--- config.mk ---
export PLATFORM = sky130hd
export DESIGN_NAME = writeback_unit
export DESIGN_NICKNAME = d
export VERILOG_FILES = /design/src/rtl/mips_pkg.sv /design/src/rtl/hilo_reg.sv /design/src/rtl/writeback_unit.sv
export SDC_FILE = /design/constraint.sdc
export NUM_CORES = 1
export LEC_CHECK = 0
export CAP_MARGIN = 0
export CORE_ASPECT_RATIO = 0.6
export CORE_MARGIN = 8
export CORE_UTILIZATION = 49
export CTS_BUF_LIST = sky130_fd_sc_hd__clkbuf_4 sky130_fd_sc_hd__clkbuf_8
export CTS_CLUSTER_SIZE = 16
export DETAILED_ROUTE_END_ITERATION = 6
export GPL_ROUTABILITY_DRIVEN = 0
export PLACE_DENSITY = 0.87
export SLEW_MARGIN = 20
export SYNTH_ARGS = -nofsm -noshare
export SYNTH_HDL_FRONTEND = slang
export SYNTH_SLANG_ARGS = --single-unit
--- constraint.sdc ---
create_clock -name clk -period 2 [get_ports clk]
set_clock_uncertainty 0.05 [all_clocks]
set_input_delay 0.4 -clock clk [delete_from_list [all_inputs] [get_ports clk]]
set_output_delay 0.4 -clock clk [all_outputs]
set_load 0.005 [all_outputs]
--- src/rtl/mips_pkg.sv ---
// Shared MIPS core package.
// Holds the default datapath widths, the writeback-select encodings and the
// control bundle the decoder hands to the execute/writeback stages.
package mips_pkg;

  localparam int DEF_WIDTH = 32;
  localparam int DEF_RADDR = 5;

  // Writeback data source select. Encoding 3 is reserved and decodes as ALU.
  localparam logic [1:0] REGSEL_ALU = 2'd0;
  localparam logic [1:0] REGSEL_HI  = 2'd1;
  localparam logic [1:0] REGSEL_LO  = 2'd2;

  // Control bundle emitted by the decoder.
  typedef struct packed {
    logic [1:0] regsel;       // writeback data source
    logic       enhilo;       // mult/multu: latch HI/LO
    logic       regwrite;     // instruction writes a GPR
    logic       gpio_out_en;  // GPIO write instruction
  } ctrl_t;

endpackage

--- src/rtl/hilo_reg.sv ---
// Architectural HI/LO register pair.
// Ports:
//   clk, rst      - clock, async active-low reset (clears both halves)
//   en            - load hi_d/lo_d on the rising edge
//   hi_d, lo_d    - next HI / LO values
//   hi_q, lo_q    - current HI / LO values
module hilo_reg #(
  parameter int WIDTH = 32
) (
  input  logic             clk,
  input  logic             rst,
  input  logic             en,
  input  logic [WIDTH-1:0] hi_d,
  input  logic [WIDTH-1:0] lo_d,
  output logic [WIDTH-1:0] hi_q,
  output logic [WIDTH-1:0] lo_q
);

  always_ff @(posedge clk or negedge rst) begin
    if (!rst) begin
      hi_q <= '0;
      lo_q <= '0;
    end else if (en) begin
      hi_q <= hi_d;
      lo_q <= lo_d;
    end
  end

endmodule

--- src/rtl/writeback_unit.sv ---
// Execute-to-writeback pipeline stage.
// Registers the EX control bundle and result into WB, owns HI/LO and the
// GPIO output register, and drives the register-file write port.
// Ports:
//   clk, rst                 - clock, async active-low reset
//   stall, flush             - hold stage / replace EX instruction by a bubble
//   regsel_EX .. gpio_data_EX - EX-stage control bundle and datapath results
//   regwrite_WB, writeaddr_WB, writedata_WB - register-file write port
//   hi_q, lo_q               - architectural HI / LO
//   gpio_out                 - GPIO output pins
module writeback_unit
  import mips_pkg::*;
#(
  parameter int WIDTH = DEF_WIDTH,
  parameter int RADDR = DEF_RADDR
) (
  input  logic             clk,
  input  logic             rst,
  input  logic             stall,
  input  logic             flush,
  input  logic [1:0]       regsel_EX,
  input  logic             enhilo_EX,
  input  logic             regwrite_EX,
  input  logic             gpio_out_en_EX,
  input  logic [RADDR-1:0] writeaddr_EX,
  input  logic [WIDTH-1:0] alu_lo_EX,
  input  logic [WIDTH-1:0] alu_hi_EX,
  input  logic [WIDTH-1:0] gpio_data_EX,
  output logic             regwrite_WB,
  output logic [RADDR-1:0] writeaddr_WB,
  output logic [WIDTH-1:0] writedata_WB,
  output logic [WIDTH-1:0] hi_q,
  output logic [WIDTH-1:0] lo_q,
  output logic [WIDTH-1:0] gpio_out
);

  ctrl_t            ctrl_ex;
  logic             advance;  // WB pipeline register loads (real op or bubble)
  logic             commit;   // a real instruction leaves EX this edge
  logic [WIDTH-1:0] wdata_ex;

  assign ctrl_ex = '{regsel:      regsel_EX,
                     enhilo:      enhilo_EX,
                     regwrite:    regwrite_EX,
                     gpio_out_en: gpio_out_en_EX};

  // Flush wins over stall: a flushed cycle still advances, carrying a bubble.
  assign advance = flush | ~stall;
  assign commit  = ~flush & ~stall;

  // Selected from the pre-edge HI/LO. A mult directly ahead has already
  // updated HI/LO on the edge it left EX, so no bypass is needed.
  always_comb begin
    wdata_ex = alu_lo_EX;
    case (ctrl_ex.regsel)
      REGSEL_HI: wdata_ex = hi_q;
      REGSEL_LO: wdata_ex = lo_q;
      default:   wdata_ex = alu_lo_EX;
    endcase
  end

  always_ff @(posedge clk or negedge rst) begin
    if (!rst) begin
      regwrite_WB  <= 1'b0;
      writeaddr_WB <= '0;
      writedata_WB <= '0;
    end else if (advance) begin
      if (flush) begin
        regwrite_WB  <= 1'b0;
        writeaddr_WB <= '0;
        writedata_WB <= '0;
      end else begin
        // $0 is hardwired: never enable a write to it.
        regwrite_WB  <= ctrl_ex.regwrite && (writeaddr_EX != '0);
        writeaddr_WB <= writeaddr_EX;
        writedata_WB <= wdata_ex;
      end
    end
  end

  hilo_reg #(.WIDTH(WIDTH)) u_hilo (
    .clk  (clk),
    .rst  (rst),
    .en   (commit & ctrl_ex.enhilo),
    .hi_d (alu_hi_EX),
    .lo_d (alu_lo_EX),
    .hi_q (hi_q),
    .lo_q (lo_q)
  );

  always_ff @(posedge clk or negedge rst) begin
    if (!rst)                               gpio_out <= '0;
    else if (commit && ctrl_ex.gpio_out_en) gpio_out <= gpio_data_EX;
  end

endmodule

# Word level (Yosys, flattened, before mapping)
# Index checks and enable logic that the tools add are counted.
# op_classes
n_reduce_logical,3
magnitude_cmp,0
n_shift,0
div,0
bitwise,5
n_addsub,0
muxes,4
mul,0
n_eq_ne,2
# ops
operator,n
$pmux W32 S2,1
$mux W32,1
$mux W5,1
$reduce_bool A5 Y1,1
$and A1 B1 Y1,2
$eq A2 B1 Y1 const B,1
$eq A2 B2 Y1 const B,1
$logic_and A1 B1 Y1,2
$not A1 Y1,2
$mux W1,1
$or A1 B1 Y1,1
# totals
ram_bits,0
word_cells,20
reg_bits,134
in_bits,110
latch_bits,0
output_inout_bits,134
mem_count,0
rom_bits,0

# Longest topological paths before layout
# Gate-level depths: netlist of the first run.
# depth
word_depth,3
mapped_depth,7
mapped_depth_nobuf,5

# Cells and area by module
# Synthesis of the first run repeated with hierarchy kept, for this count alone.
# unflattened
cells_unflattened,447
area_unflattened_um2,6173.4
# by_module_without_submodules
module,cells_each,instances,seq_area_each_um2,area_per_inst_um2
writeback_unit,312,1,1751.7,3494.6
hilo_reg,135,1,1601.5,2678.8

# Worst setup path after synthesis of the first run
# Ideal clock, no wire load.
# synth_path
path_kind,input to register
start,in regsel_EX[0]
end,reg writedata_WB[20]
path_buffers,2
slack_ns,0.400
setup_time_ns,0.125
cell_stages,6
required_ns,1.825
arrival_time_ns,1.425
cell_sequence,inv_1 ha_1 buf_2 buf_2 nor3b_1 a2111oi_0
# synth_via
elab_chain_len,3
elab_cells_between_ends,4
classes_between,eq/ne: 2; mux: 2
# synth_lines
element,line,text
from (decl),writeback_unit.sv:21,"input logic [1:0] regsel_EX,"
$eq A2 B2 Y1 / $eq A2 B1 Y1 (equally long branches),writeback_unit.sv:55,case (ctrl_ex.regsel)
$pmux W32 S2 (*),writeback_unit.sv:55,
$mux W32 (*),writeback_unit.sv:68,if (flush) begin
to (signal assigned),writeback_unit.sv:76,writedata_WB <= wdata_ex;
to (decl),writeback_unit.sv:31,"output logic [WIDTH-1:0] writedata_WB,"
# Every way passes the cells marked *; elsewhere a longest branch is shown, timed or not.
# A chain may end at the register's enable or synchronous reset.

# Worst setup path in the final report of the first run
# layout_path
start,reg u_hilo.lo_q[13]
end,out lo_q[13]
# layout_lines
element,line,text
from (decl),hilo_reg.sv:16,output logic [WIDTH-1:0] lo_q
from (signal assigned),hilo_reg.sv:25,lo_q <= lo_d;
to (decl),writeback_unit.sv:33,"output logic [WIDTH-1:0] lo_q,"
# No word-level cell between the ends.

==> results.py, run 1 <==
metrics = {
    "sta": {
        "fmax_ghz": 0.545,
        "max_slew_margin": 0.662,
        "hold_viol_final": 0,
        "tightest_slew_ps": 507,
        "slew_violations": 0,
        "layout_min_cycle_time_ps": 1830,
        "setup_violations": 0,
        "fin_ws_ps": 165,
        "fin_crit_sh": 0.917,
        "grt_setup_unrepaired": "no",
    },
    "grt": {
        "antenna_found_initial": 0,
        "grt_max_degree": 72,
        "grt_pass1_vias": 5071,
        "grt-ovfl-total": 0,
        "grt_usage": 0.225,
        "grt_pass1_wl_um": 29300,
    },
    "floorplanning": {
        "rows": 31,
        "dieArea_sq_um": 16600,
        "die_w_um": 161,
        "die_h_um": 103,
        "io_pins": 244,
        "initial_utilization": 0.507,
        "core_sq_um": 12200,
    },
    "yosys": {
        "synth_top_cell_area_share": 0.543,
        "synth_area_leader_cell": "dfrtp_1",
        "synth-warning-count": 0,
        "synth.area.top_cells": "dfrtp_1 54%, mux2_4 22%, a211o_1 4.5%, a221oi_1 4.4%, a21oi_1 2.6%",
        "synth_common_cells": "134 x dfrtp_1, 90 x mux2_4, 34 x inv_1",
        "syn_area_sq_um": 6180,
        "ys_seq_elements": 134,
        "syn_inst": 447,
        "synth_edf_count": 0,
        "ys_async_sr_fraction": 1.00,
        "synth_ff_type": "dfrtp_1",
        "ys_seq_area_frac": 0.543,
        "synthDistinctLibCells": 26,
        "syn_area_per_cell_sq_um": 13.8,
        "synth_most_common_cell": "dfrtp_1",
        "syn_nets": 559,
    },
    "clock_network": {
        "cts_tree": "yes",
        "clk_pin_slew_worst_paths_ps": 80,
        "cts_buffer_depth": 2,
        "cts_buffers": 17,
        "clock-sinks": 134,
        "clk_latency_ps": 430,
        "cts_max_level": 4,
        "cts-root-buf": "clkbuf_8",
        "post_cts_resized": 0,
    },
    "detailed_routing": {
        "drt-wirelength-per-cell_um": 21.6,
        "drt_pass1_iterations": 4,
        "avgViaCountPerCell": 5.43,
        "route.detailed.drc": 0,
        "drtIter0Drc": 282,
        "ant_nets": 0,
        "vias": 4732,
        "drt_wl_total_um": 18900,
    },
    "worst_setup_path": {
        "startpoint_type": "register",
        "end_kind": "output pin",
        "crit_fanout": 3,
        "cpMaxStageDelayCell": "clkdlybuf4s50_1",
        "worstPathArrival_ps": 1380,
        "worstSetupPathType": "register to output pin",
        "crit_buf_inv": 1,
        "cp.required_ps": 1550,
        "crit_family": "buffers and inverters",
        "max_stage_delay_ps": 540,
        "cp_cell_sequence": "clkdlybuf4s50_1",
    },
    "cells_and_area": {
        "regArea_sq_um": 3350,
        "drive_gt1_frac": 0.211,
        "multi_input_area_sq_um": 2410,
        "antennaDiodeCount": 0,
        "finish.utilization": 0.753,
        "nets": 806,
        "area_growth_pct": 48.4,
        "fillers": 777,
    },
    "place": {
        "place_ws_ps": -279,
        "portBuffers": 243,
        "dp_hpwl_um": 13900,
    },
    "power": {
        "irDropWorstVdd_v": 0.000395,
        "p_per_area_nw_per_um2": 860,
        "p_leak_uw": 0.00405,
    },
    "outcome": {
        "outcome": "finished clean",
    },
    "run": {
        "cap_viol_max_count": 0,
    },
    "worst_hold_path": {
        "worstHoldPathType": "input pin to register",
    },
}
-- report_power, final --
group | switching, uW | internal [uW]
Clock | 1110 | 1040
Combinational | 707 | 1540
Sequential | 355 | 3130
-- metrics by stage --
stage          cells  area [sq um]  power (uW)  setup TNS, ps  hold slack [ps]
6_report         872          9170        7890              0              259
3_5_place_dp     839          8780        5790          -6130              353
2_1_floorplan    447          6180        4340              0             54.4
5_1_grt          872          9170        8270              0              242
4_1_cts          872          9170        7960              0              238
3_3_place_gp     839          8780        5680          -5130              334
-- path summary, 6_finish.rpt --
| kind | from | to | cells past startpoint | slack, ps |
|---|---|---|---|---|
| max in group asynchronous | rst | writedata_WB[26]$_DFFE_PN0P_ | 3 | 780 |
| worst max register to register | u_hilo.lo_q[18]$_DFFE_PN0P_ | writedata_WB[18]$_DFFE_PN0P_ | 3 | 830 |
| worst min register to register | gpio_out[0]$_DFFE_PN0P_ | gpio_out[0]$_DFFE_PN0P_ | 1 | 450 |
| worst max-delay path | u_hilo.lo_q[13]$_DFFE_PN0P_ | lo_q[13] | 1 | 170 |
| worst min-delay path | flush | regwrite_WB$_DFFE_PN0P_ | 4 | 260 |
| min in group asynchronous | rst | gpio_out[23]$_DFFE_PN0P_ | 2 | 430 |
-- sequential cells by signal, summed over array words and instances (netlist names) --
| register | flops |
|---|---|
| regwrite_WB | 1 |
| gpio_out | 32 |
| u_hilo.hi_q | 32 |
| writeaddr_WB | 5 |
| u_hilo.lo_q | 32 |
| writedata_WB | 32 |
-- cells by family after synthesis --
| group | synth area share |
|---|---|
| buffers and inverters | 0.0680 |
| muxes | 0.238 |
| adders and majority gates | 0.00405 |
| and+or+nand+nor | 0.0296 |
| AOI/OAI and AO/OA | 0.118 |
| DFF | 0.543 |
-- cell type report --
cell class | count | share of cell area
clock buffers | 19 | 0.0278
well taps | 165 | 0.0225
clock inverters | 13 | 0.0136
repair buffers | 264 | 0.294
flip-flops and latches | 134 | 0.366
multi-input cells | 243 | 0.263
inverters | 34 | 0.0139
-- placed cells by master (no fill, tap or decap), drive strengths merged, types with 2 or more instances in the layout --
master | synthesis | routed
clkbuf | 9 | 19
a21oi | 32 | 32
mux2 | 96 | 96
a221oi | 31 | 31
mux2i | 5 | 5
clkdlybuf4s50 | 0 | 240
a211o | 32 | 32
clkinv | 0 | 5
nor2 | 6 | 6
nand2 | 32 | 32
inv | 34 | 36
and2 | 2 | 2
dfrtp | 134 | 134
buf | 27 | 23
ha | 2 | 2
clkinvlp | 0 | 5
-- repair_timing --
| item | 4_1_cts | 5_1_grt |
|---|---|---|
| endpoints found under the hold margin | 34 | 0 |
| setup buffers | 0 | 0 |
| hold buffers | 1 | 0 |
-- worst min-delay path, cell delays in order --
cell and delay, ps:
buf_2 100, nor2_2 50, o211ai_1 90, nand2_1 60
-- metal layers --
metal  track usage  vias to the layer above  wire (um)
met5             0                        -          0
met3        0.0869                       11       1750
li1              -                     2098          -
met4        0.0460                        0        129
met1         0.286                     2385       8080
met2         0.364                      238       8910
Note: power is estimated with default switching activity, not from simulation.
==> run 2, diff against run 1 <==
--- a/config.mk
+++ b/config.mk
@@ -8,13 +8,14 @@
 export CAP_MARGIN = 0
 export CORE_ASPECT_RATIO = 0.6
 export CORE_MARGIN = 8
-export CORE_UTILIZATION = 49
+export CORE_UTILIZATION = 41
 export CTS_BUF_LIST = sky130_fd_sc_hd__clkbuf_4 sky130_fd_sc_hd__clkbuf_8
 export CTS_CLUSTER_SIZE = 16
 export DETAILED_ROUTE_END_ITERATION = 6
 export GPL_ROUTABILITY_DRIVEN = 0
-export PLACE_DENSITY = 0.87
+export PLACE_DENSITY = 0.77
 export SLEW_MARGIN = 20
 export SYNTH_ARGS = -nofsm -noshare
 export SYNTH_HDL_FRONTEND = slang
+export SYNTH_HIERARCHICAL = 1
 export SYNTH_SLANG_ARGS = --single-unit
==> constraint.sdc (replaced) <==
create_clock -name clk -period 1.63 [get_ports clk]
set_clock_uncertainty 0.05 [all_clocks]
set_input_delay 0.326 -clock clk [delete_from_list [all_inputs] [get_ports clk]]
set_output_delay 0.326 -clock clk [all_outputs]
set_load 0.005 [all_outputs]
==> run 2 against run 1 <==
  * Largest power group unchanged
  * Non-clock buffer count grew 62
  * Power increased by 23%
  * Worst hold slack better by 9.6 ps
  * Combinational power up 31%
  * Wire length grew 7.6%
  * Final cell count grew 11%
  * Clock power up 22%
  * Sequential power up 19%
  * Die area rose by 17%
==> results.py, run 2 <==
metrics = {
    "detailed_routing": {
        "drt-wirelength-per-cell_um": 21.0,
        "route.detailed.drc": 0,
        "vias": 4951,
        "avgViaCountPerCell": 5.12,
        "drt_pass1_iterations": 5,
        "drtIter0Drc": 373,
        "drt_wl_total_um": 20300,
        "ant_nets": 0,
    },
    "clock_network": {
        "cts_max_level": 4,
        "cts_buffer_depth": 2,
        "clk_latency_ps": 420,
        "cts_tree": "yes",
        "cts_buffers": 17,
        "clock-sinks": 134,
        "clk_pin_slew_worst_paths_ps": 90,
        "cts-root-buf": "clkbuf_8",
    },
    "worst_setup_path": {
        "cp.required_ps": 1860,
        "crit_family": "buffers and inverters",
        "crit_buf_inv": 3,
        "reg2regPathDepth": 4,
        "crit_fanout": 11,
        "startpoint_type": "input pin",
        "cp.depth": 7,
        "max_stage_delay_ps": 530,
        "worstPathArrival_ps": 1840,
        "worstSetupPathType": "input pin to register",
        "end_kind": "register",
        "cp_cell_sequence": "clkdlybuf4s50_1 > inv_1 > ha_1 > buf_4 > a221oi_1 > a211o_1 > a21oi_1",
        "cpMaxStageDelayCell": "clkdlybuf4s50_1",
    },
    "yosys": {
        "synth-compound-area-share": 0.118,
        "syn_inst": 447,
        "synth_common_cells": "134 x dfrtp_1, 90 x mux2_4, 34 x inv_1",
        "synth_ff_type": "dfrtp_1",
        "syn_area_sq_um": 6170,
        "synth_top_family_by_area": "multiplexers",
        "synth_edf_count": 0,
        "synth.area.top_cells": "dfrtp_1 54%, mux2_4 22%, a211o_1 4.5%, a221oi_1 4.4%, a21oi_1 2.6%",
        "synthDistinctLibCells": 24,
        "ys_seq_area_frac": 0.543,
        "synth_mux_area_frac": 0.238,
        "synth_most_common_cell": "dfrtp_1",
        "synth_top_cell_area_share": 0.543,
        "synth_area_leader_cell": "dfrtp_1",
        "syn_area_per_cell_sq_um": 13.8,
        "syn_nets": 559,
        "synthSimpleGateAreaFrac": 0.0292,
        "synthAdderAreaFrac": 0.00405,
        "ys_async_sr_fraction": 1.00,
        "ys_seq_elements": 134,
        "synth-warning-count": 6,
        "synth-xor-area-share": 0,
    },
    "grt": {
        "grt_pass1_vias": 5556,
        "antenna_found_initial": 0,
        "grt_max_degree": 50,
        "grt_pass1_wl_um": 32300,
        "grt_usage": 0.209,
        "grt-ovfl-total": 0,
    },
    "outcome": {
        "outcome": "finished clean",
    },
    "sta": {
        "tightest_slew_ps": 469,
        "tns_ps": 0,
        "max_slew_margin": 0.688,
        "slew_violations": 0,
        "grt_setup_unrepaired": "yes",
        "fin_crit_sh": 0.989,
        "fmax_ghz": 0.621,
        "hold_viol_final": 0,
        "layout_min_cycle_time_ps": 1610,
        "setup_violations": 0,
    },
    "cells_and_area": {
        "antennaDiodeCount": 0,
        "final_cell_mix": "134 x dfrtp_1, 134 x dlygate4sd2_1, 105 x clkdlybuf4s50_1",
        "drive_gt1_frac": 0.287,
        "nets": 868,
        "fin_area_sq_um": 9590,
        "area_growth_pct": 55.3,
        "finish.utilization": 0.657,
    },
    "floorplanning": {
        "initial_utilization": 0.423,
        "die_w_um": 174,
        "dieArea_sq_um": 19400,
        "core_sq_um": 14600,
        "rows": 34,
        "die_h_um": 111,
        "io_pins": 244,
    },
    "power": {
        "p_leak_uw": 0.00468,
        "p_per_area_nw_per_um2": 1020,
        "total_power_uw": 9740,
        "irDropWorstVdd_v": 0.000544,
    },
    "place": {
        "dpl_cell_area_sq_um": 8840,
        "dp_hpwl_um": 14100,
        "portBuffers": 243,
    },
    "run": {
        "cap_viol_max_count": 0,
    },
    "worst_hold_path": {
        "worstHoldPathType": "input pin to async pin",
    },
}
-- run 2: cell count changes in the layout (fill, tap and decap cells not counted), moves of 4 or more --
| cell | before | now |
|---|---|---|
| a221oi_2 | 0 | 4 |
| dlygate4sd2_1 | 0 | 134 |
| mux2_2 | 0 | 4 |
| buf_4 | 12 | 70 |
| a221oi_1 | 31 | 27 |
| mux2_1 | 6 | 2 |
| clkdlybuf4s50_1 | 240 | 105 |
-- run 2: power by group --
group	total, uW	switching (uW)	internal [uW]	leakage [uW]
logic	2930	1070	1870	0.00286
registers	4170	330	3840	0.00164
clock network	2630	1370	1260	0.000176
total	9740	2770	6970	0.00468
-- run 2: final timing paths --
| check | slack [ps] | endpoint | start |
|---|---|---|---|
| hold reg to reg | 450 | gpio_out[28]$_DFFE_PN0P_ | gpio_out[28]$_DFFE_PN0P_ |
| max in group asynchronous | 630 | gpio_out[11]$_DFFE_PN0P_ | rst |
| setup / recovery | 20 | writedata_WB[3]$_DFFE_PN0P_ | regsel_EX[1] |
| hold / removal | 270 | u_hilo/lo_q[4]$_DFFE_PN0P_ | rst |
| min in group clk | 360 | regwrite_WB$_DFFE_PN0P_ | stall |
| setup reg to reg | 380 | writedata_WB[0]$_DFFE_PN0P_ | u_hilo/lo_q[0]$_DFFE_PN0P_ |
-- run 2: cell type report --
| type | instances | area (sq um) |
|---|---|---|
| clock inverter | 13 | 125 |
| multi-input combinational | 243 | 2450 |
| clock buffer | 19 | 249 |
| sequential | 134 | 3350 |
| tap | 198 | 248 |
| timing repair buffer | 326 | 3040 |
| fill | 1137 | 5000 |
| inverter | 34 | 128 |
-- run 2: stage by stage --
stage	worst slack [ps]	instances	hold slack (ps)
finish	18.7	967	269
global placement	-434	873	145
global route	-14.9	967	283
floorplan	117	447	-19.6
detailed placement	-479	873	148
CTS	22.1	967	247
-- run 2: kinds of logic (layout without fill, tap and decap cells) --
kind of cell             Yosys count  count (layout)
AO/OA/AOI/OAI                     97              97
adder cells (fa/ha/maj)            2               2
buffers and inverters             70             392
flip-flops                       134             134
multiplexers                     101             101
AND/OR/NAND/NOR                   43              43
-- run 2: repair_timing --
action                                  4_1_cts  5_1_grt
resized for setup                           137        8
gates cloned                                  1        0
hold buffers                                  1        0
pin swaps                                     2        2
buffers inserted                             60        0
endpoints found under the setup margin      136       14
endpoints found under the hold margin        60        0
-- run 2: routing by layer --
metal | vias to the layer above | track usage | share of wire
met5 | - | 0 | 0
met1 | 2502 | 0.263 | 0.42
li1 | 2213 | - | -
met4 | 0 | 0.0493 | 0.0078
met2 | 221 | 0.344 | 0.48
met3 | 15 | 0.0694 | 0.088
